**src/rtl/pc_gen_pkg.sv**
```systemverilog
// Shared defines for the fetch front end: chip-enable polarity, branch and
// stall encodings, and the default widths and boot address used by pc_gen.
// Ports: none (package only).
package pc_gen_pkg;

  // Default geometry of the fetch path.
  localparam int          DEF_ADDR_W       = 32;
  localparam int          DEF_STALL_W      = 6;
  localparam int          DEF_STEP         = 4;
  localparam logic [31:0] DEF_RESET_VECTOR = 32'h3000_0000;

  // Instruction memory chip-enable levels.
  localparam logic CHIP_ENABLE  = 1'b1;
  localparam logic CHIP_DISABLE = 1'b0;

  // Decode branch request level.
  localparam logic BRANCH = 1'b1;

  // Stall bit level meaning "stage is free to advance".
  localparam logic NO_STOP = 1'b0;

endpackage : pc_gen_pkg

```
**src/rtl/pc_gen.sv**
```systemverilog
// Program counter generator: produces the registered fetch address and
// instruction-memory chip enable, handling flush, stall, branch and a single
// branch captured while stalled.
// Ports:
//   clk                     sole clock, all state changes on its rising edge
//   rst                     asynchronous active-low reset
//   stall                   pipeline stall vector, bit 0 is the fetch stage
//   branch_flag_i           decode requests a taken branch
//   branch_target_address_i branch target
//   flush                   exception flush from the controller
//   new_pc                  exception handler entry address
//   pc                      current fetch address (registered)
//   ce                      instruction memory chip enable (registered)
//   branch_pending_o        a branch captured during a stall is being held
//   misalign_o              one-cycle pulse: last loaded target was not STEP-aligned
module pc_gen
  import pc_gen_pkg::*;
#(
  parameter int                ADDR_W       = DEF_ADDR_W,
  parameter logic [ADDR_W-1:0] RESET_VECTOR = ADDR_W'(DEF_RESET_VECTOR),
  // Sequential increment in bytes; must be a power of two in 1..16.
  parameter int                STEP         = DEF_STEP,
  parameter int                STALL_W      = DEF_STALL_W
) (
  input  logic               clk,
  input  logic               rst,
  input  logic [STALL_W-1:0] stall,
  input  logic               branch_flag_i,
  input  logic [ADDR_W-1:0]  branch_target_address_i,
  input  logic               flush,
  input  logic [ADDR_W-1:0]  new_pc,
  output logic [ADDR_W-1:0]  pc,
  output logic               ce,
  output logic               branch_pending_o,
  output logic               misalign_o
);

  // BOOT holds the reset vector with memory disabled for one edge so the very
  // first fetch (issued in RUN) is at RESET_VECTOR rather than one step past it.
  typedef enum logic {
    BOOT = 1'b0,
    RUN  = 1'b1
  } state_t;

  state_t            state, state_n;
  logic [ADDR_W-1:0] pc_n;
  logic              ce_n;
  logic              pend_n;
  logic              mis_n;
  logic [ADDR_W-1:0] pend_tgt, pend_tgt_n;
  logic [ADDR_W:0]   redirect;

  // Only the fetch stage bit drives this block; the rest of the vector is
  // consumed here purely to keep the whole port connected.
  logic unused_stall;
  assign unused_stall = ^stall;

  // Clears the low log2(STEP) address bits and reports whether any were set.
  // Result packs {misaligned, aligned_address}.
  function automatic logic [ADDR_W:0] align_target(input logic [ADDR_W-1:0] addr);
    logic [ADDR_W-1:0] mask;
    mask = ADDR_W'(STEP - 1);
    return {|(addr & mask), addr & ~mask};
  endfunction

  // State and output registers.
  always_ff @(posedge clk or negedge rst) begin
    if (!rst) begin
      state            <= BOOT;
      pc               <= RESET_VECTOR;
      ce               <= CHIP_DISABLE;
      branch_pending_o <= 1'b0;
      pend_tgt         <= '0;
      misalign_o       <= 1'b0;
    end else begin
      state            <= state_n;
      pc               <= pc_n;
      ce               <= ce_n;
      branch_pending_o <= pend_n;
      pend_tgt         <= pend_tgt_n;
      misalign_o       <= mis_n;
    end
  end

  // Next-state and next-output logic.
  always_comb begin
    state_n    = state;
    pc_n       = pc;
    ce_n       = CHIP_DISABLE;
    pend_n     = branch_pending_o;
    pend_tgt_n = pend_tgt;
    mis_n      = 1'b0;
    redirect   = '0;

    case (state)
      BOOT: begin
        // Leave BOOT on the first edge out of reset without advancing pc.
        state_n    = RUN;
        pc_n       = RESET_VECTOR;
        ce_n       = CHIP_ENABLE;
        pend_n     = 1'b0;
        pend_tgt_n = '0;
      end

      RUN: begin
        ce_n = CHIP_ENABLE;
        if (flush) begin
          // Exception redirect wins over everything, including a stall, and
          // drops any branch that was waiting for the stall to clear.
          redirect   = align_target(new_pc);
          pc_n       = redirect[ADDR_W-1:0];
          mis_n      = redirect[ADDR_W];
          pend_n     = 1'b0;
          pend_tgt_n = '0;
        end else if (stall[0] != NO_STOP) begin
          // Hold pc. A branch resolved during the stall would otherwise be
          // lost, so remember the first one; later requests are ignored.
          if (branch_flag_i == BRANCH && !branch_pending_o) begin
            pend_n     = 1'b1;
            pend_tgt_n = branch_target_address_i;
          end
        end else if (branch_pending_o) begin
          // The held branch is older than anything decode presents now.
          redirect   = align_target(pend_tgt);
          pc_n       = redirect[ADDR_W-1:0];
          mis_n      = redirect[ADDR_W];
          pend_n     = 1'b0;
          pend_tgt_n = '0;
        end else if (branch_flag_i == BRANCH) begin
          redirect = align_target(branch_target_address_i);
          pc_n     = redirect[ADDR_W-1:0];
          mis_n    = redirect[ADDR_W];
        end else begin
          // Natural wrap at 2^ADDR_W.
          pc_n = pc + ADDR_W'(STEP);
        end
      end

      default: begin
        state_n = BOOT;
      end
    endcase
  end

endmodule : pc_gen

```
**config.mk**
```make
export PLATFORM = sky130hd
export DESIGN_NAME = pc_gen
export DESIGN_NICKNAME = d
export VERILOG_FILES = /design/src/rtl/pc_gen_pkg.sv /design/src/rtl/pc_gen.sv
export SDC_FILE = /design/constraint.sdc
export NUM_CORES = 1
export LEC_CHECK = 0
export CAP_MARGIN = 20
export CORE_AREA = 2 2 89 91
export CTS_CLUSTER_SIZE = 24
export DETAILED_ROUTE_END_ITERATION = 12
export DIE_AREA = 0 0 91 93
export PLACE_DENSITY = 0.95
export SLEW_MARGIN = 25
export SYNTH_ARGS = -nofsm -noshare
export SYNTH_HDL_FRONTEND = slang
export SYNTH_SLANG_ARGS = --single-unit
```
**constraint.sdc**
```tcl
create_clock -name clk -period 3.1 [get_ports clk]
set_clock_uncertainty 0.1 [all_clocks]
set_input_delay 0.775 -clock clk [delete_from_list [all_inputs] [get_ports clk]]
set_output_delay 0.775 -clock clk [all_outputs]
set_load 0.05 [all_outputs]
```
* Word level (Yosys, flattened, before mapping) *
Cells that the tools add are included.

word-level totals
  flip-flop bits (word level) = 67
  logic and storage cells = 35
  output and inout port bits = 35
  bits in read-only memories = 0
  memories = 0
  latch bits = 0
  bits in writable memories = 0
  input port bits = 74

operators by class
  $add $sub $neg = 1
  muxes and demuxes = 19
  eq/ne operators = 3
  multipliers = 0
  reduce and logical (&&, ||, !) cells = 6
  bitwise operators = 1
  $lt $le $gt $ge = 0
  divide/modulo/power cells = 0
  shifts and indexed selects = 0

operators with widths
  cell                                                             number
  32-bit 2-to-1 mux                                                8
  32-bit case mux with 2 select lines                              2
  32-bit by 3-bit adder with 32-bit output, second input constant  1
  1-bit 2-to-1 mux                                                 8
  2-bit OR reduction                                               3
  4-bit by 3-bit != test with 1-bit output, second input constant  1
  4-bit != test, second input constant                             1
  3-bit != test, second input constant                             1
  1-bit case mux with 2 select lines                               1
  2-bit AND reduction                                              1
  1-bit logical AND                                                1
  1-bit zero test                                                  1
  1-bit NOT                                                        1

* Depth between registers and ports, before layout *
  word-level depth = 6
  depth in mapped cells = 8
  mapped depth without buffers = 6

* Least setup slack after synthesis *
No wires, ideal clock.

  kind = reg2reg
  from = register pc[2]
  to = register pc[16]
  data required time = 2.906 ns
  arrival = 2.041 ns
  stages on the path, launching flop included = 7
  buffers on the path = 0
  period minus slack after synthesis = 2.235 ns
  path slack = 0.865 ns
  setup time = 0.094 ns
  cell sequence = dfrtp_1 > ha_1 > nand2_1 > nor4_2 > a21oi_1 > a41o_1 > a211oi_1

on the way
  cells in the longest elaborated chain, start to end = 6

ends and longest elaborated chain
  item                                      RTL line       RTL
  start: declaration                        pc_gen.sv:32   output logic [ADDR_W-1:0] pc,
  start signal: assignment                  pc_gen.sv:77   pc <= pc_n;
  32-bit by 3-bit adder with 32-bit output  pc_gen.sv:135  pc_n = pc + ADDR_W'(STEP);
  32-bit 2-to-1 mux                         pc_gen.sv:129  end else if (branch_flag_i == BRANCH) begin
  32-bit 2-to-1 mux                         pc_gen.sv:122  end else if (branch_pending_o) begin
  32-bit 2-to-1 mux                         pc_gen.sv:115  end else if (stall[0] != NO_STOP) begin
  32-bit 2-to-1 mux                         pc_gen.sv:107  if (flush) begin
  32-bit case mux with 2 select lines       pc_gen.sv:95   case (state)

No other way between the ends. The select of a mux whose other input is x is not followed.
A chain may end at the register's enable or synchronous reset.

* Worst setup path after layout *
  from = register pc[5]
  to = output pc[5]

No word-level cell between the ends.

==> impl_metrics.env <==
export IMPL_vias=4136
export IMPL_synth_area_top_cells="dfrtp_1 41%, a22o_1 7.5%, nand2_1 3.9%"
export IMPL_grt_max_degree=32
export IMPL_synth_cell_types=60
export IMPL_grt_overflow_total=0
export IMPL_hpwl_um=9150
export IMPL_start_util_pct=51.0
export IMPL_status="finished clean"
export IMPL_ys_seq_area_share_pct=42.5
export IMPL_cp_top_family="buffers and inverters"
export IMPL_async_reset_ff_share_pct=100
export IMPL_peakVddDrop_v=0.000261
export IMPL_max_slew_margin_rel_pct=51.3
export IMPL_wl_um=12800
export IMPL_stdcell_area_um2=5210
export IMPL_drt_iter0_drc=587
export IMPL_dieArea_um2=8460
export IMPL_routabilityCongestion=0.963
export IMPL_diodes=0
export IMPL_avgSynthCellArea_um2=9.18
export IMPL_drv_cap=0
export IMPL_wire_per_inst_um=20.5
export IMPL_report_final_slew_viol_count=0
export IMPL_critPathLaunchType="flop"
export IMPL_fin_crit_sh_pct=85.1
export IMPL_hp_class="primary input to async pin"
export IMPL_clockRootBuffer="clkbuf_8"
export IMPL_cts_setup_buffers=0
export IMPL_die_w_um=91
export IMPL_first_global_vias=3800
export IMPL_crit_required_ns=2.22
export IMPL_crit_chain="clkdlybuf4s50_1"
export IMPL_rows=32
export IMPL_rsz0062_at_grt="false"
export IMPL_dpl_worst_slack_ns=0.267
export IMPL_hold_viol_final=0
export IMPL_slowest_stage="clkdlybuf4s50_1"
export IMPL_htree_levels=3
export IMPL_firstDrtPassIters=6
export IMPL_post_route_min_period_ns=2.64
export IMPL_cts_tree="yes"
export IMPL_yosys_area_top_type="dfrtp_1"
export IMPL_grt_pass1_wl_um=19800
export IMPL_powerDensity_nw_per_um2=420
export IMPL_tightest_slew_ns=0.724
export IMPL_ios=109
export IMPL_cp_slowest_stage_delay_ns=0.87
export IMPL_grtUsageTotal_pct=30.0
export IMPL_syn_inst=418
export IMPL_layoutNonFillerInstCount=626
export IMPL_drive_gt1_share_pct=9.73
export IMPL_critPathKind="flop to primary output"
export IMPL_drt_vias_per_instance=6.61
export IMPL_synth_top_area_share_pct=41.1
export IMPL_place_area_um2=5030
export IMPL_drc=0
export IMPL_leakagePower_uw=0.00215
export IMPL_clock_latency_ns=0.35
export IMPL_die_height_um=93
export IMPL_core_um2=7530
export IMPL_path_buf_inv=1
export IMPL_dp_cells=611
export IMPL_synth_main_ff_cell="dfrtp_1"
export IMPL_final_nets=595
export IMPL_antenna_found_initial=0
export IMPL_setup_ws_ns=0.461
export IMPL_postLayoutCoreUtil_pct=69.2
export IMPL_critPathArrivalTime_ns=1.76
export IMPL_crit_path_end_kind="primary output"
export IMPL_synth_area_um2=3840
export IMPL_fmax_mhz=379
export IMPL_setup_viol=0
export IMPL_clockBufferDepth=2
export IMPL_setup_tns_ns=0
export IMPL_synth_edf_count=0
export IMPL_cts_made_buffers=9
export IMPL_area_growth_pct=35.8
export IMPL_numClockSinks=65
export IMPL_drtAntennaViolNets=0
export IMPL_ys_warn_count=0
export IMPL_cts_resized=0
export IMPL_crit_fanout=8
export IMPL_cts_hold_buf=0
export IMPL_clk_pin_slew_ns=0.07
export IMPL_port_buffers=101
export IMPL_synth_seq_cells=65
-- flip-flops by register name (all words and copies together), names as in the netlist --
| register | cells |
|---|---|
| pend_tgt | 32 |
| pc | 30 |
| branch_pending_o | 1 |
| misalign_o | 1 |
| state | 1 |
-- worst register-to-register path, stage by stage, from the launching register on --
cell,delay [ns]
dfrtp_1,0.52
nand3_4,0.18
nor4_2,0.70
buf_4,0.27
nand4_1,0.13
xor2_1,0.19
o22ai_1,0.16
-- cell usage after synthesis (9+ instances only) --
| library cell | n |
|---|---|
| mux2i_1 | 11 |
| a211oi_1 | 9 |
| a21oi_1 | 26 |
| nor3_1 | 12 |
| o21ai_0 | 28 |
| nand3_1 | 16 |
| nor2_1 | 20 |
| o22ai_1 | 15 |
| clkbuf_1 | 24 |
| o211ai_1 | 12 |
| dfrtp_1 | 63 |
| nand2_1 | 40 |
| a22o_1 | 33 |
-- worst paths after layout --
kind                                          from  slack (ns)  depth (start not counted)                       to
setup / recovery                 pc[5]$_DFFE_PN0N_        0.46                          1                    pc[5]
hold / removal                                 rst        0.15                          1  pend_tgt[2]$_DFFE_PN0P_
setup reg to reg                 pc[8]$_DFFE_PN0N_        0.76                          6       pc[27]$_DFFE_PN0N_
hold reg to reg            pend_tgt[0]$_DFFE_PN0P_        0.40                          1  pend_tgt[0]$_DFFE_PN0P_
max in group asynchronous                      rst        2.10                          2       pc[29]$_DFFE_PN1N_
min in group clk           pend_tgt[0]$_DFFE_PN0P_        0.40                          1  pend_tgt[0]$_DFFE_PN0P_
-- logic make-up (layout without fill, tap and decap cells) --
group	Yosys count	after routing	synth area share, %
other	2	3	0.196
xor gates and xnor gates	15	15	3.42
and+or+nand+nor	119	119	16.1
AOI/OAI and AO/OA	162	162	30.0
muxes	11	11	2.87
adders and majority gates	1	1	0.326
DFF	65	65	42.5
buffers and inverters	43	148	4.57
-- stage by stage --
step / total power (µW) / hold slack (ns)
2_1_floorplan: 1240 / 0.366
3_5_place_dp: 1500 / 0.382
4_1_cts: 2170 / 0.144
3_3_place_gp: 1490 / 0.383
6_report: 2190 / 0.149
5_1_grt: 2250 / 0.154
-- layer usage --
| layer | track usage, % | part of all wire (%) | vias to the layer above |
|---|---|---|---|
| met5 | 0 | 0 | - |
| met4 | 13.0 | 3.2 | 0 |
| met3 | 5.88 | 10 | 55 |
| met2 | 46.4 | 46 | 313 |
| met1 | 41.3 | 41 | 1972 |
| li1 | - | - | 1796 |
-- final cells by class --
cell class                      instances  area [µm²]
Fill cell                             608        2320
Timing Repair Buffer                  123        1200
Clock buffer                           11         131
Tap cell                              102         128
Multi-Input combinational cell        311        2040
Sequential cell                        65        1630
Clock inverter                          4        45.0
Inverter                               10        37.5
-- layout by cell type (no fill, tap or decap), types with 11 or more instances in the layout --
cell type          n
nor2_1            19
buf_4             20
mux2i_1           11
o211ai_1          12
o21ai_0           28
a21oi_1           26
nor3_1            12
nand3_1           16
clkdlybuf4s50_1  100
o22ai_1           15
a22o_1            33
dfrtp_1           63
nand2_1           40
-- where the power goes --
group	internal (µW)	leakage (µW)	switching [µW]	total, µW
logic	227	0.00118	319	547
clock network	364	0.0000929	326	689
registers	889	0.000870	60.7	950
Note: power is estimated with default switching activity, not from simulation.
